[src/rtl/dice_game_pkg.sv]
// Shared types and helpers for the dice game: dice face limits, the turn
// arbiter state encoding and the face sequencing function.
package dice_game_pkg;

   localparam logic [2:0] DICE_MIN = 3'd1;
   localparam logic [2:0] DICE_MAX = 3'd6;

   typedef enum logic [1:0] {
      ARB,
      ROLL,
      REPORT,
      OVER
   } dice_state_e;

   // Next dice face in the cyclic sequence 1,2,3,4,5,6,1,...
   function automatic logic [2:0] next_face(input logic [2:0] face);
      return (face >= DICE_MAX) ? DICE_MIN : face + 3'd1;
   endfunction

endpackage

[src/rtl/rr_arbiter.sv]
// Combinational round-robin arbiter: picks the first requester at or above
// pointer, wrapping around, and reports it as one-hot grant plus index.
module rr_arbiter #(
   parameter int N     = 4,
   parameter int IDX_W = $clog2(N)
) (
   input  logic [N-1:0]     req,
   input  logic [IDX_W-1:0] pointer,
   output logic [N-1:0]     grant,
   output logic [IDX_W-1:0] index,
   output logic             any
);

   logic [IDX_W:0] cand;

   // Scan from pointer upward with wrap; the first requester found wins.
   always_comb begin
      // NOTE: every output gets a value before the loop so no path leaves one unassigned (no latch).
      grant = '0;
      index = '0;
      any   = 1'b0;
      cand  = '0;
      for (int i = 0; i < N; i++) begin
         cand = {1'b0, pointer} + (IDX_W+1)'(i);
         if (cand >= (IDX_W+1)'(N)) cand = cand - (IDX_W+1)'(N);
         if (!any && req[cand[IDX_W-1:0]]) begin
            any   = 1'b1;
            index = cand[IDX_W-1:0];
         end
      end
      if (any) grant[index] = 1'b1;
   end

endmodule

[src/rtl/dice_turn_arbiter.sv]
// Turn sequencer for the shared electronic dice: round-robin hands the dice
// to a requesting player, rolls while the button is held, scores the roll on
// release and stops the game at WIN_SCORE.
// Optional build macro DICE_EXTRA_TURN_ON_SIX_EN: a non-winning six keeps the
// round-robin pointer on the same player, giving them the next turn first.
module dice_turn_arbiter
   import dice_game_pkg::*;
#(
   parameter int N_PLAYERS    = 4,
   parameter int SCORE_W      = 8,
   parameter int WIN_SCORE    = 30,
   parameter int MIN_ROLL_CYC = 4,
   parameter int TIMEOUT_CYC  = 255
) (
   input  logic                         clk,
   input  logic                         rst,
   input  logic                         new_game,
   input  logic [N_PLAYERS-1:0]         req,
   output logic [N_PLAYERS-1:0]         grant,
   output logic                         rolling,
   output logic [2:0]                   throw,
   output logic                         result_valid,
   output logic [$clog2(N_PLAYERS)-1:0] result_player,
   input  logic [$clog2(N_PLAYERS)-1:0] rd_sel,
   output logic [SCORE_W-1:0]           rd_score,
   output logic                         game_over,
   output logic [$clog2(N_PLAYERS)-1:0] winner
);

   localparam int IDX_W  = $clog2(N_PLAYERS);
   localparam int HOLD_W = $clog2(TIMEOUT_CYC + 1);

   dice_state_e          state_q, state_d;
   logic [IDX_W-1:0]     pointer_q, pointer_d;
   logic [IDX_W-1:0]     owner_q, owner_d;
   logic [N_PLAYERS-1:0] grant_q, grant_d;
   logic [2:0]           throw_q, throw_d;
   logic [HOLD_W-1:0]    hold_q, hold_d;
   logic [IDX_W-1:0]     winner_q, winner_d;
   logic                 score_we;
   logic                 clear_scores;

   logic [SCORE_W-1:0]   score_q [N_PLAYERS];
   logic [SCORE_W:0]     score_sum;
   logic [SCORE_W-1:0]   score_new;
   logic [IDX_W-1:0]     owner_inc;

   logic [N_PLAYERS-1:0] arb_grant;
   logic [IDX_W-1:0]     arb_index;
   logic                 arb_any;

   rr_arbiter #(
      .N     (N_PLAYERS),
      .IDX_W (IDX_W)
   ) u_rr_arbiter (
      .req     (req),
      .pointer (pointer_q),
      .grant   (arb_grant),
      .index   (arb_index),
      .any     (arb_any)
   );

   // Saturating score of the current owner including the held throw.
   assign score_sum = {1'b0, score_q[owner_q]} + (SCORE_W+1)'(throw_q);
   assign score_new = score_sum[SCORE_W] ? '1 : score_sum[SCORE_W-1:0];
   assign owner_inc = (owner_q == IDX_W'(N_PLAYERS - 1)) ? '0 : owner_q + IDX_W'(1);

   // State and turn registers; rst clears everything including the winner.
   always_ff @(posedge clk) begin
      // NOTE: non-blocking assignments so every register samples pre-edge values.
      if (rst) begin
         state_q   <= ARB;
         pointer_q <= '0;
         owner_q   <= '0;
         grant_q   <= '0;
         throw_q   <= '0;
         hold_q    <= '0;
         winner_q  <= '0;
      end else begin
         state_q   <= state_d;
         pointer_q <= pointer_d;
         owner_q   <= owner_d;
         grant_q   <= grant_d;
         throw_q   <= throw_d;
         hold_q    <= hold_d;
         winner_q  <= winner_d;
      end
   end

   // Score bank: cleared on rst or new_game, owner's entry updated in REPORT.
   always_ff @(posedge clk) begin
      // NOTE: scores must read zero after reset/new_game, so this array is real flops with reset, not RAM.
      if (rst || clear_scores) begin
         for (int i = 0; i < N_PLAYERS; i++) score_q[i] <= '0;
      end else if (score_we) begin
         score_q[owner_q] <= score_new;
      end
   end

   // Next-state and turn bookkeeping; new_game acts like reset except winner.
   always_comb begin
      state_d      = state_q;
      pointer_d    = pointer_q;
      owner_d      = owner_q;
      grant_d      = grant_q;
      throw_d      = throw_q;
      hold_d       = hold_q;
      winner_d     = winner_q;
      score_we     = 1'b0;
      clear_scores = 1'b0;
      if (new_game) begin
         state_d      = ARB;
         pointer_d    = '0;
         owner_d      = '0;
         grant_d      = '0;
         throw_d      = '0;
         hold_d       = '0;
         clear_scores = 1'b1;
      end else begin
         case (state_q)
            ARB: begin
               if (arb_any) begin
                  grant_d = arb_grant;
                  owner_d = arb_index;
                  throw_d = DICE_MIN;
                  hold_d  = HOLD_W'(1);
                  state_d = ROLL;
               end
            end
            ROLL: begin
               if (hold_q >= HOLD_W'(TIMEOUT_CYC)) begin
                  state_d = REPORT;
               end else if (req[owner_q]) begin
                  throw_d = next_face(throw_q);
                  hold_d  = hold_q + HOLD_W'(1);
               end else if (hold_q >= HOLD_W'(MIN_ROLL_CYC)) begin
                  state_d = REPORT;
               end else begin
                  grant_d   = '0;
                  throw_d   = '0;
                  pointer_d = owner_inc;
                  state_d   = ARB;
               end
            end
            REPORT: begin
               score_we = 1'b1;
               grant_d  = '0;
               throw_d  = '0;
               if (score_new >= SCORE_W'(WIN_SCORE)) begin
                  winner_d = owner_q;
                  state_d  = OVER;
               end else begin
`ifdef DICE_EXTRA_TURN_ON_SIX_EN
                  pointer_d = (throw_q == DICE_MAX) ? owner_q : owner_inc;
`else
                  pointer_d = owner_inc;
`endif
                  state_d = ARB;
               end
            end
            OVER: begin
               state_d = OVER;
            end
            default: begin
               state_d = ARB;
            end
         endcase
      end
   end

   assign grant         = grant_q;
   assign throw         = throw_q;
   assign rolling       = (state_q == ROLL);
   assign result_valid  = (state_q == REPORT);
   assign result_player = owner_q;
   assign game_over     = (state_q == OVER);
   assign winner        = winner_q;
   assign rd_score      = (int'(rd_sel) < N_PLAYERS) ? score_q[rd_sel] : '0;

endmodule

[config.mk]
export PLATFORM = sky130hd
export DESIGN_NAME = dice_turn_arbiter
export DESIGN_NICKNAME = d
export VERILOG_FILES = /design/src/rtl/dice_game_pkg.sv /design/src/rtl/rr_arbiter.sv /design/src/rtl/dice_turn_arbiter.sv
export SDC_FILE = /design/constraint.sdc
export NUM_CORES = 1
export LEC_CHECK = 0
export BUFFER_PORTS_ARGS = -buffer_cell sky130_fd_sc_hd__buf_2
export CAP_MARGIN = 0
export CORE_ASPECT_RATIO = 0.9
export CORE_MARGIN = 2
export CORE_UTILIZATION = 40
export DETAILED_ROUTE_END_ITERATION = 6
export GPL_ROUTABILITY_DRIVEN = 0
export GPL_TIMING_DRIVEN = 0
export PLACE_DENSITY = 0.59
export SLEW_MARGIN = 20
export SYNTH_ARGS = -nofsm -noshare
export SYNTH_HDL_FRONTEND = slang
export SYNTH_SLANG_ARGS = --single-unit
[constraint.sdc]
create_clock -name clk -period 4.6 [get_ports clk]
set_input_delay 0 -clock clk [delete_from_list [all_inputs] [get_ports clk]]
set_output_delay 0 -clock clk [all_outputs]
set_load 0.01 [all_outputs]
==> results of run 1 <==
==> logic make-up after synthesis <==
kind of cell / after synthesis / share of synthesized area
multiplexers: 26 / 0.156
adder cells (fa/ha/maj): 13 / 0.0535
XOR/XNOR: 9 / 0.0248
AO/OA/AOI/OAI: 45 / 0.0932
flip-flops: 57 / 0.459
AND/OR/NAND/NOR: 131 / 0.186
buffers and inverters: 19 / 0.0267
==> worst max-delay path, delay by kind of cell (launching register included) <==
kind	cells	cell delay [ns]
flip-flops	1	0.32
adder cells (fa/ha/maj)	2	0.63
AND/OR/NAND/NOR	3	0.76
buffers and inverters	1	0.16
XOR/XNOR	1	0.25
multiplexers	2	0.78
AO/OA/AOI/OAI	1	0.14
==> layout by cell type (no fill, tap or decap), types with 2 or more instances in the layout <==
cell | Yosys | routed
nor2_1 | 60 | 60
xnor2_1 | 4 | 4
clkinv_2 | 0 | 2
nor2b_1 | 2 | 2
clkbuf_1 | 6 | 7
mux2i_1 | 8 | 8
o21a_1 | 2 | 2
nor4_1 | 3 | 3
ha_1 | 12 | 12
nand2_1 | 26 | 26
clkbuf_8 | 0 | 9
clkinvlp_4 | 0 | 2
xor2_1 | 5 | 5
a21o_1 | 4 | 4
dfxtp_1 | 25 | 25
a21oi_1 | 17 | 17
edfxtp_1 | 32 | 32
a211oi_1 | 2 | 2
o21ai_0 | 10 | 9
nor3_1 | 3 | 3
mux4_1 | 6 | 6
buf_2 | 1 | 29
nand4_1 | 6 | 6
or3_1 | 5 | 5
inv_1 | 8 | 8
nand3_1 | 11 | 11
nand2b_1 | 8 | 8
mux4_2 | 11 | 11
==> sequential cells by signal, indices dropped and copies added, names as in the netlist, named ones only <==
signal / flops
hold_q: 8
throw: 3
state_q: 2
pointer_q: 2
grant: 4
winner: 2
score_q: 32
result_player: 2
==> worst paths after layout <==
path	cells after the start	start	end
worst min register to register	2	grant[1]	grant[1]
worst max register to register	10	flip-flop	pointer_q[0]
worst min-delay path	4	new_game	pointer_q[1]
worst max-delay path	10	flip-flop	pointer_q[0]
==> metal layers <==
metal | up-vias | GRT usage
met1 | 1149 | 0.239
met5 | - | 0
li1 | 1182 | -
met3 | 11 | 0.0300
met4 | 0 | 0.0720
met2 | 79 | 0.270
==> layout make-up <==
type	instances	area [sq um]	area share
clock buffer	10	128	0.0351
sequential	57	1460	0.402
clock inverter	6	58.8	0.0162
inverter	8	30.0	0.00825
multi-input combinational	224	1640	0.449
tap	96	120	0.0330
timing repair buffer	29	150	0.0413
buffer	11	55.1	0.0151
==> power breakdown <==
part / leakage [nW] / total (mW) / internal, mW / switching (mW)
Combinational: 0.788 / 0.120 / 0.0491 / 0.0709
Clock: 0.0897 / 0.442 / 0.246 / 0.196
Sequential: 0.559 / 0.563 / 0.553 / 0.00936
Total: 1.44 / 1.12 / 0.848 / 0.276
==> metrics by stage <==
| stage | cells | area [sq um] | hold WS (ns) | setup slack [ns] | utilization |
|---|---|---|---|---|---|
| finish | 441 | 3640 | 0.123 | 1.49 | 0.478 |
| global route | 441 | 3640 | 0.162 | 1.28 | 0.478 |
| CTS | 441 | 3640 | 0.120 | 1.47 | 0.478 |
| detailed placement | 424 | 3440 | 0.332 | 1.47 | 0.452 |
| global placement | 424 | 3440 | 0.332 | 1.48 | 0.452 |
| floorplan | 300 | 3180 | 0.180 | 1.72 | - |
==> what timing repair did <==
| item | 4_1_cts | 5_1_grt |
|---|---|---|
| setup endpoints to repair | 0 | 0 |
| hold buffers | 1 | 0 |
| buffers inserted | 0 | 0 |
| hold endpoints to repair | 2 | 0 |
==> results.ini, run 1 <==
[drt]
met1_length_um=3210
maxUsedRoutingLayer=met4
dr.pass1.iters=4
wl_per_cell_um=15.8
avgViaCountPerCell=5.49
dr_wl_met3_um=548
route.detailed.drc=0
route.met2.wl_um=3080
drt_wl_total_um=6950
vias=2421
drt_iter0_drc=166
postRouteAntennaNets=0

[critical_path]
crit_required_ns=4.86
critPathLaunchType=flip-flop
critPathKind=reg2reg
slowest_delay_ns=0.58
crit_arrival_ns=3.37
cp_slowest_cell=mux4_1
crit_path_cell_trace=buf_6 > mux4_1 > ha_1 > fa_1 > xor2_1 > nand2_1 > nor4b_1 > o31ai_1 > nand4_1 > mux2i_1
cp_max_fo=8
endpoint_kind=flip-flop
reg2reg_slack_ns=1.49

[synthesis]
synth_edf_count=32
synth_commonest_cells=nor2_1, edfxtp_1, nand2_1
syn_inst=300
synth_area_leaders=edfxtp_1, dfxtp_1, mux4_2
ys_ff_latch=57
async_flop_share=0
yosys.cell_count.top_type=nor2_1
synth_top_flop_cell=edfxtp_1
synth_cell_types=48
synthesis.area_sq_um=3180
yosys_warnings=0
synth_area_per_cell_sq_um=10.6
synth_nets=322
synth_area_leader_cell=edfxtp_1
ys_seq_area_frac=0.459
synth_top_area_share=0.302

[clock_tree]
cts_buffers=9
cts_sinks=57
htree_levels=3
clockBufferDepth=2
clk_pin_slew_ns=0.07
clk_latency_ns=0.33
cts_tree=done
root_buffer=clkbuf_8
ctsResizeCount=0

[sta]
hold_viol_final=0
tightestPinTransition_ns=0.974
period_minus_slack_ns=3.11
rsz0062_at_grt=false
setup_viol=0
timing.fmax_mhz=322
post-route-period-util=0.676
maxSlewViolCount=0
fin_tns_setup_ns=0
skew_ns=0.00843
slew_headroom=0.346

[global_route]
track_usage=0.172
grt_pass1_vias=2295
grt_max_degree=11
grt_pass1_wl_um=11400
grt-ovfl-total=0
antenna_found_initial=0

[finish]
fin_nets=362
layout-drive-gt1-share=0.174
num_antenna_cells=0
fillers=710
area_growth_syn_to_layout_pct=14.4

[status]
outcome=completed

[power]
cellPowerDensity_nw_per_um2=309
cellLeakagePower_nw=1.44
total_power_mw=1.12
peakVddDrop_v=0.000120

[flow_run]
max_cap_violations=0

[floorplanning]
die-area_sq_um=8680
core_sq_um=7620
pin_count=31
die_w_um=98.0
die_h_um=88.6
num_rows=30
start_util=0.418

[placement]
dp_hpwl_um=5020
portBuffers=28

[min_path]
hp-class=in2reg

No activity file was read; power rests on OpenSTA's default activity.
==> inputs of run 2 (changes only) <==
Settings changed: PLACE_DENSITY 0.59 to 0.61.
Clock period 4.6 ns to 2.8 ns, I/O delays scaled along.
==> run 2 against run 1 <==
The flow now finishes with violations (negative setup slack); sequential power up 64%; sequential share of layout area down 1.6 points; clock power grew 86%; worst hold slack lost 0.016 ns; wire length increased by 0.20%; clock skew increased by 0.0046 ns; critical path depth did not move; global-route usage down 0.32 points; final cell count rose by 1.1%; sequential cell count is the same; design area is 4.3% higher; largest cell class unchanged.
==> results.ini, run 2 (same netlist as run 1, synthesis figures left out) <==
[sta]
setup_ws_ns=-0.0511  ; was 1.49 ns
timing.fmax_mhz=351  ; was 322 MHz
skew_ns=0.0130  ; was 0.00843 ns
slew_headroom=0.380  ; was 0.346
period_minus_slack_ns=2.85  ; was 3.11 ns
hold_viol_final=0  ; unchanged
maxSlewViolCount=0  ; unchanged
setup_viol=5  ; was 0
post-route-period-util=1.02  ; was 0.676
rsz0062_at_grt=true  ; was false
tightestPinTransition_ns=0.924  ; was 0.974 ns

[power]
cellLeakagePower_nw=1.49  ; was 1.44 nW
pwr-share-comb=0.109  ; was 0.107
power.share.sequential=0.471  ; was 0.500
p_int_mw=1.49  ; was 0.848 mW
peakVddDrop_v=0.000251  ; was 0.000120 V
p_switching_mw=0.467  ; was 0.276 mW
p_sw_frac=0.238  ; was 0.246
power_frac_clock=0.419  ; was 0.393
cellPowerDensity_nw_per_um2=517  ; was 309 nW/um^2

[global_route]
grt_max_degree=11  ; unchanged
antenna_found_initial=0  ; unchanged
track_usage=0.169  ; was 0.172
grt_pass1_wl_um=11300  ; was 11400 um
grt_pass1_vias=2296  ; was 2295
grt-ovfl-total=0  ; unchanged

[min_path]
hold_start=new_game  ; unchanged
min_to=pointer_q[1]  ; unchanged
hold_path_depth=4  ; unchanged
hp-class=in2reg  ; unchanged

[placement]
post-place-ws_ns=-0.193  ; was 1.47 ns
dp_cells=424  ; unchanged
portBuffers=28  ; unchanged
dp_hpwl_um=4890  ; was 5020 um

[clock_tree]
cts_sinks=57  ; unchanged
root_buffer=clkbuf_8  ; unchanged
htree_levels=3  ; unchanged
clk_pin_slew_ns=0.07  ; about the same
clockBufferDepth=2  ; unchanged
cts_buffers=9  ; unchanged
clk_latency_ns=0.33  ; about the same
cts_tree=done  ; unchanged

[drt]
route.detailed.drc=0  ; unchanged
vias=2423  ; was 2421
wl_per_cell_um=15.6  ; was 15.8 um
avgViaCountPerCell=5.43  ; was 5.49
drt_iter0_drc=157  ; was 166
postRouteAntennaNets=0  ; unchanged
drt_wl_total_um=6970  ; was 6950 um
dr.pass1.iters=4  ; unchanged

[critical_path]
r2r_cells=10  ; unchanged
crit_required_ns=3.00  ; was 4.86 ns
crit_arrival_ns=3.05  ; was 3.37 ns
critPathLaunchType=flip-flop  ; unchanged
critPathKind=reg2reg  ; unchanged
rr_endpoint=state_q[1]  ; was pointer_q[0]
endpoint_kind=flip-flop  ; unchanged
reg2reg_slack_ns=-0.05  ; was 1.49 ns
cp_max_fo=4  ; was 8

[finish]
final_cell_mix=nor2_1, edfxtp_1, buf_2  ; unchanged
fin_nets=367  ; was 362
fin_cells=446  ; was 441
area_growth_syn_to_layout_pct=19.3  ; was 14.4%
largest_register_ffs=32  ; unchanged
num_antenna_cells=0  ; unchanged
top_register=score_q  ; unchanged
final_common_cell=nor2_1  ; unchanged
layout-drive-gt1-share=0.240  ; was 0.174

[floorplanning]
die_h_um=88.6  ; unchanged
num_rows=30  ; unchanged
start_util=0.418  ; unchanged
pin_count=31  ; unchanged
core_sq_um=7620  ; unchanged
die_w_um=98.0  ; unchanged
die-area_sq_um=8680  ; unchanged

[flow_run]
max_cap_violations=0  ; unchanged

[status]
violations=negative setup slack
outcome=complete, but fails checks  ; was completed

[run 2: worst max-delay path by stage]
stage               startpoint            to  slack, ns
global route         flip-flop     winner[0]      -0.15
floorplan            flip-flop     winner[0]      0.006
detailed placement   flip-flop  pointer_q[0]      -0.19
global placement     flip-flop    state_q[0]      -0.21
CTS                  flip-flop     winner[1]      -0.08
finish               flip-flop    state_q[1]      -0.05
[run 2: area by class of cell]
class | count | area (sq um)
Fill cell | 699 | 3820
Multi-Input combinational cell | 224 | 1730
Sequential cell | 57 | 1460
Timing Repair Buffer | 34 | 191
Clock buffer | 10 | 128
Tap cell | 96 | 120
Clock inverter | 6 | 82.6
Buffer | 11 | 55.1
Inverter | 8 | 30.0
[run 2: metal layers]
layer  GRT usage  part of all wire
met2       0.258              0.46
met4      0.0619             0.012
met1       0.237              0.49
met3      0.0387             0.043
met5           0                 0
[run 2: repair_timing]
action                                  4_1_cts  5_1_grt
gates resized for setup                       8       14
endpoints found under the hold margin         2        0
buffers inserted                              5        0
hold buffers                                  1        0
pin swaps                                     8        6
endpoints found under the setup margin        6       30
[run 2: power by group through the flow]
stage          registers (mW)  clock network, mW  logic (mW)
2_1_floorplan           0.939                  0       0.141
3_3_place_gp            0.941                  0       0.197
3_5_place_dp            0.942                  0       0.198
4_1_cts                 0.924              0.831       0.209
5_1_grt                 0.928              0.865       0.237
6_report                0.924              0.823       0.214
[run 2: worst max-delay path, cell delays in order (launching register included)]
cell      delay, ns
dfxtp_2        0.32
buf_6          0.11
mux4_2         0.54
ha_4           0.19
fa_2           0.36
a21o_1         0.21
o2111a_1       0.24
or2_1          0.23
buf_6          0.13
o41ai_4        0.28
a211oi_2       0.11
[run 2: through the flow]
| stage | util | total power [mW] | hold WS, ns | area, sq um | TNS (ns) |
|---|---|---|---|---|---|
| 2_1_floorplan | - | 1.08 | 0.180 | 3190 | 0 |
| 3_3_place_gp | 0.452 | 1.14 | 0.333 | 3450 | -1.07 |
| 3_5_place_dp | 0.452 | 1.14 | 0.337 | 3450 | -1.11 |
| 4_1_cts | 0.492 | 1.96 | 0.115 | 3750 | -0.340 |
| 5_1_grt | 0.498 | 2.03 | 0.164 | 3790 | -0.818 |
| 6_report | 0.498 | 1.96 | 0.107 | 3790 | -0.169 |
==> inputs of run 3 (changes only) <==
Settings changed: BUFFER_PORTS_ARGS -buffer_cell sky130_fd_sc_hd__buf_2 to -buffer_cell sky130_fd_sc_hd__clkbuf_2.
==> run 3 against run 2 <==
The flow still finishes with violations (negative setup slack); global-route usage up 0.057 points; worst setup slack better by 0.022 ns; sequential power about the same; wire length down 0.75%; critical path depth down 1; total power down 0.45%; combinational power down 5%; fmax up 0.79%; clock skew down 0.0064 ns; largest cell class unchanged; largest power group unchanged; highest routed layer unchanged.
==> results.ini, run 3 (same netlist as run 1, synthesis figures left out) <==
[status]
outcome=complete, but fails checks  ; unchanged
violations=negative setup slack  ; unchanged

[finish]
fin_nets=364  ; was 367
final_core_util=0.489  ; was 0.498
top_register=score_q  ; unchanged
fillers=702  ; was 699
largest_register_ffs=32  ; unchanged
final_cell_mix=nor2_1, edfxtp_1, clkbuf_2  ; was nor2_1, edfxtp_1, buf_2
num_antenna_cells=0  ; unchanged
final_area_sq_um=3720  ; was 3790 sq um
area_growth_syn_to_layout_pct=17.0  ; was 19.3%
layout-drive-gt1-share=0.213  ; was 0.240
final_common_cell=nor2_1  ; unchanged

[clock_tree]
clk_pin_slew_ns=0.06  ; was 0.07 ns
htree_levels=3  ; unchanged
root_buffer=clkbuf_8  ; unchanged
cts_tree=done  ; unchanged
clk_latency_ns=0.34  ; was 0.33 ns
cts_buffers=9  ; unchanged
clockBufferDepth=2  ; unchanged
cts_sinks=57  ; unchanged

[sta]
maxSlewViolCount=0  ; unchanged
skew_ns=0.00661  ; was 0.0130 ns
setup_ws_ns=-0.0288  ; was -0.0511 ns
period_minus_slack_ns=2.83  ; was 2.85 ns
timing.fmax_mhz=354  ; was 351 MHz
hold_viol_final=0  ; unchanged
rsz0062_at_grt=true  ; unchanged
setup_viol=2  ; was 5
slew_headroom=0.366  ; was 0.380
post-route-period-util=1.01  ; was 1.02
tightestPinTransition_ns=0.945  ; was 0.924 ns

[critical_path]
cp_slowest_cell=mux4_2  ; unchanged
crit_required_ns=3.03  ; was 3.00 ns
crit_arrival_ns=3.05  ; about the same
endpoint_kind=flip-flop  ; unchanged
cp_max_fo=4  ; unchanged
slowest_delay_ns=0.53  ; was 0.54 ns
critPathKind=reg2reg  ; unchanged
critPathLaunchType=flip-flop  ; unchanged
crit_path_cell_trace=buf_6 > mux4_2 > ha_4 > fa_2 > a21o_1 > o2111a_1 > or2_1 > o41a_1 > mux2i_1  ; was buf_6 > mux4_2 > ha_4 > fa_2 > a21o_1 > o2111a_1 > or2_1 > buf_6 > o41ai_4 > a211oi_2

[drt]
drt_iter0_drc=85  ; was 157
vias=2401  ; was 2423
route.detailed.drc=0  ; unchanged
postRouteAntennaNets=0  ; unchanged
drt_wl_total_um=6910  ; was 6970 um
wl_per_cell_um=15.6  ; about the same
avgViaCountPerCell=5.42  ; was 5.43
dr.pass1.iters=4  ; unchanged

[min_path]
hp-class=in2reg  ; unchanged

[global_route]
grt_max_degree=11  ; unchanged
grt_pass1_wl_um=11100  ; was 11300 um
grt-ovfl-total=0  ; unchanged
grt-busiest-layer=met2  ; unchanged
met3_usage=0.0332  ; was 0.0387
grt_pass1_vias=2223  ; was 2296
use_met2=0.249  ; was 0.258
antenna_found_initial=0  ; unchanged
grtUsageMet1=0.240  ; was 0.237
track_usage=0.169  ; about the same

[flow_run]
max_cap_violations=0  ; unchanged

[floorplanning]
die_h_um=88.6  ; unchanged
die_w_um=98.0  ; unchanged
pin_count=31  ; unchanged
start_util=0.418  ; unchanged
die-area_sq_um=8680  ; unchanged
num_rows=30  ; unchanged
core_sq_um=7620  ; unchanged

[power]
cellLeakagePower_nw=1.45  ; was 1.49 nW
cellPowerDensity_nw_per_um2=524  ; was 517 nW/um^2
peakVddDrop_v=0.000239  ; was 0.000251 V
total_power_mw=1.95  ; was 1.96 mW

[placement]
post-place-ws_ns=-0.211  ; was -0.193 ns
post_dp_cell_area_sq_um=3450  ; unchanged
dp_hpwl_um=4930  ; was 4890 um
portBuffers=28  ; unchanged

-- run 3: cell count changes in the layout (fill, tap and decap cells not counted), sizes merged --
cell,previous run,this run
buf,37,6
clkbuf,17,44
clkinvlp,0,1
-- run 3: per-stage QoR --
step	TNS, ns	cells	hold slack [ns]
floorplan	0	300	0.180
global placement	-1.09	424	0.339
detailed placement	-1.16	424	0.341
CTS	-0.0728	443	0.106
global route	-0.546	443	0.148
finish	-0.0557	443	0.104
-- run 3: metal layers --
metal | share of wire | wire, um
met5 | 0 | 0
met4 | 0.022 | 154
met3 | 0.057 | 391
met2 | 0.43 | 2980
met1 | 0.49 | 3380
-- run 3: area by class of cell --
cell class / count / area (sq um) / area share
Buffer: 11 / 55.1 / 0.0148
Clock inverter: 7 / 85.1 / 0.0229
Inverter: 8 / 30.0 / 0.00807
Timing Repair Buffer: 31 / 165 / 0.0444
Clock buffer: 9 / 124 / 0.0333
Tap cell: 96 / 120 / 0.0323
Sequential cell: 57 / 1460 / 0.393
Multi-Input combinational cell: 224 / 1680 / 0.451
-- run 3: critical path, delay by kind of cell (launching register included) --
kind,cells,cell delay [ns]
flops,1,0.32
fa+ha+maj,2,0.52
buf+inv,1,0.12
simple gates,1,0.25
compound gates,3,0.82
mux,2,0.67
-- run 3: repair_timing --
action                                  4_1_cts  5_1_grt
pin swaps                                     0        1
endpoints found under the setup margin        6       30
hold endpoints to repair                      2        0
hold buffers                                  1        0
buffers inserted                              2        0
resized for setup                             6        6
-- run 3: final timing paths --
check	slack, ns	start	end	cells after the start
max	-0.03	flip-flop	winner[1]	9
min reg2reg	0.46	grant[1]	grant[1]	2
max reg2reg	-0.03	flip-flop	winner[1]	9
min	0.10	new_game	pointer_q[1]	4
-- run 3: report_power, final --
| group | switching [mW] | internal, mW | leakage [nW] |
|---|---|---|---|
| clock | 0.332 | 0.491 | 0.104 |
| sequential | 0.0158 | 0.909 | 0.560 |
| combinational | 0.121 | 0.0837 | 0.782 |
| total | 0.469 | 1.48 | 1.45 |
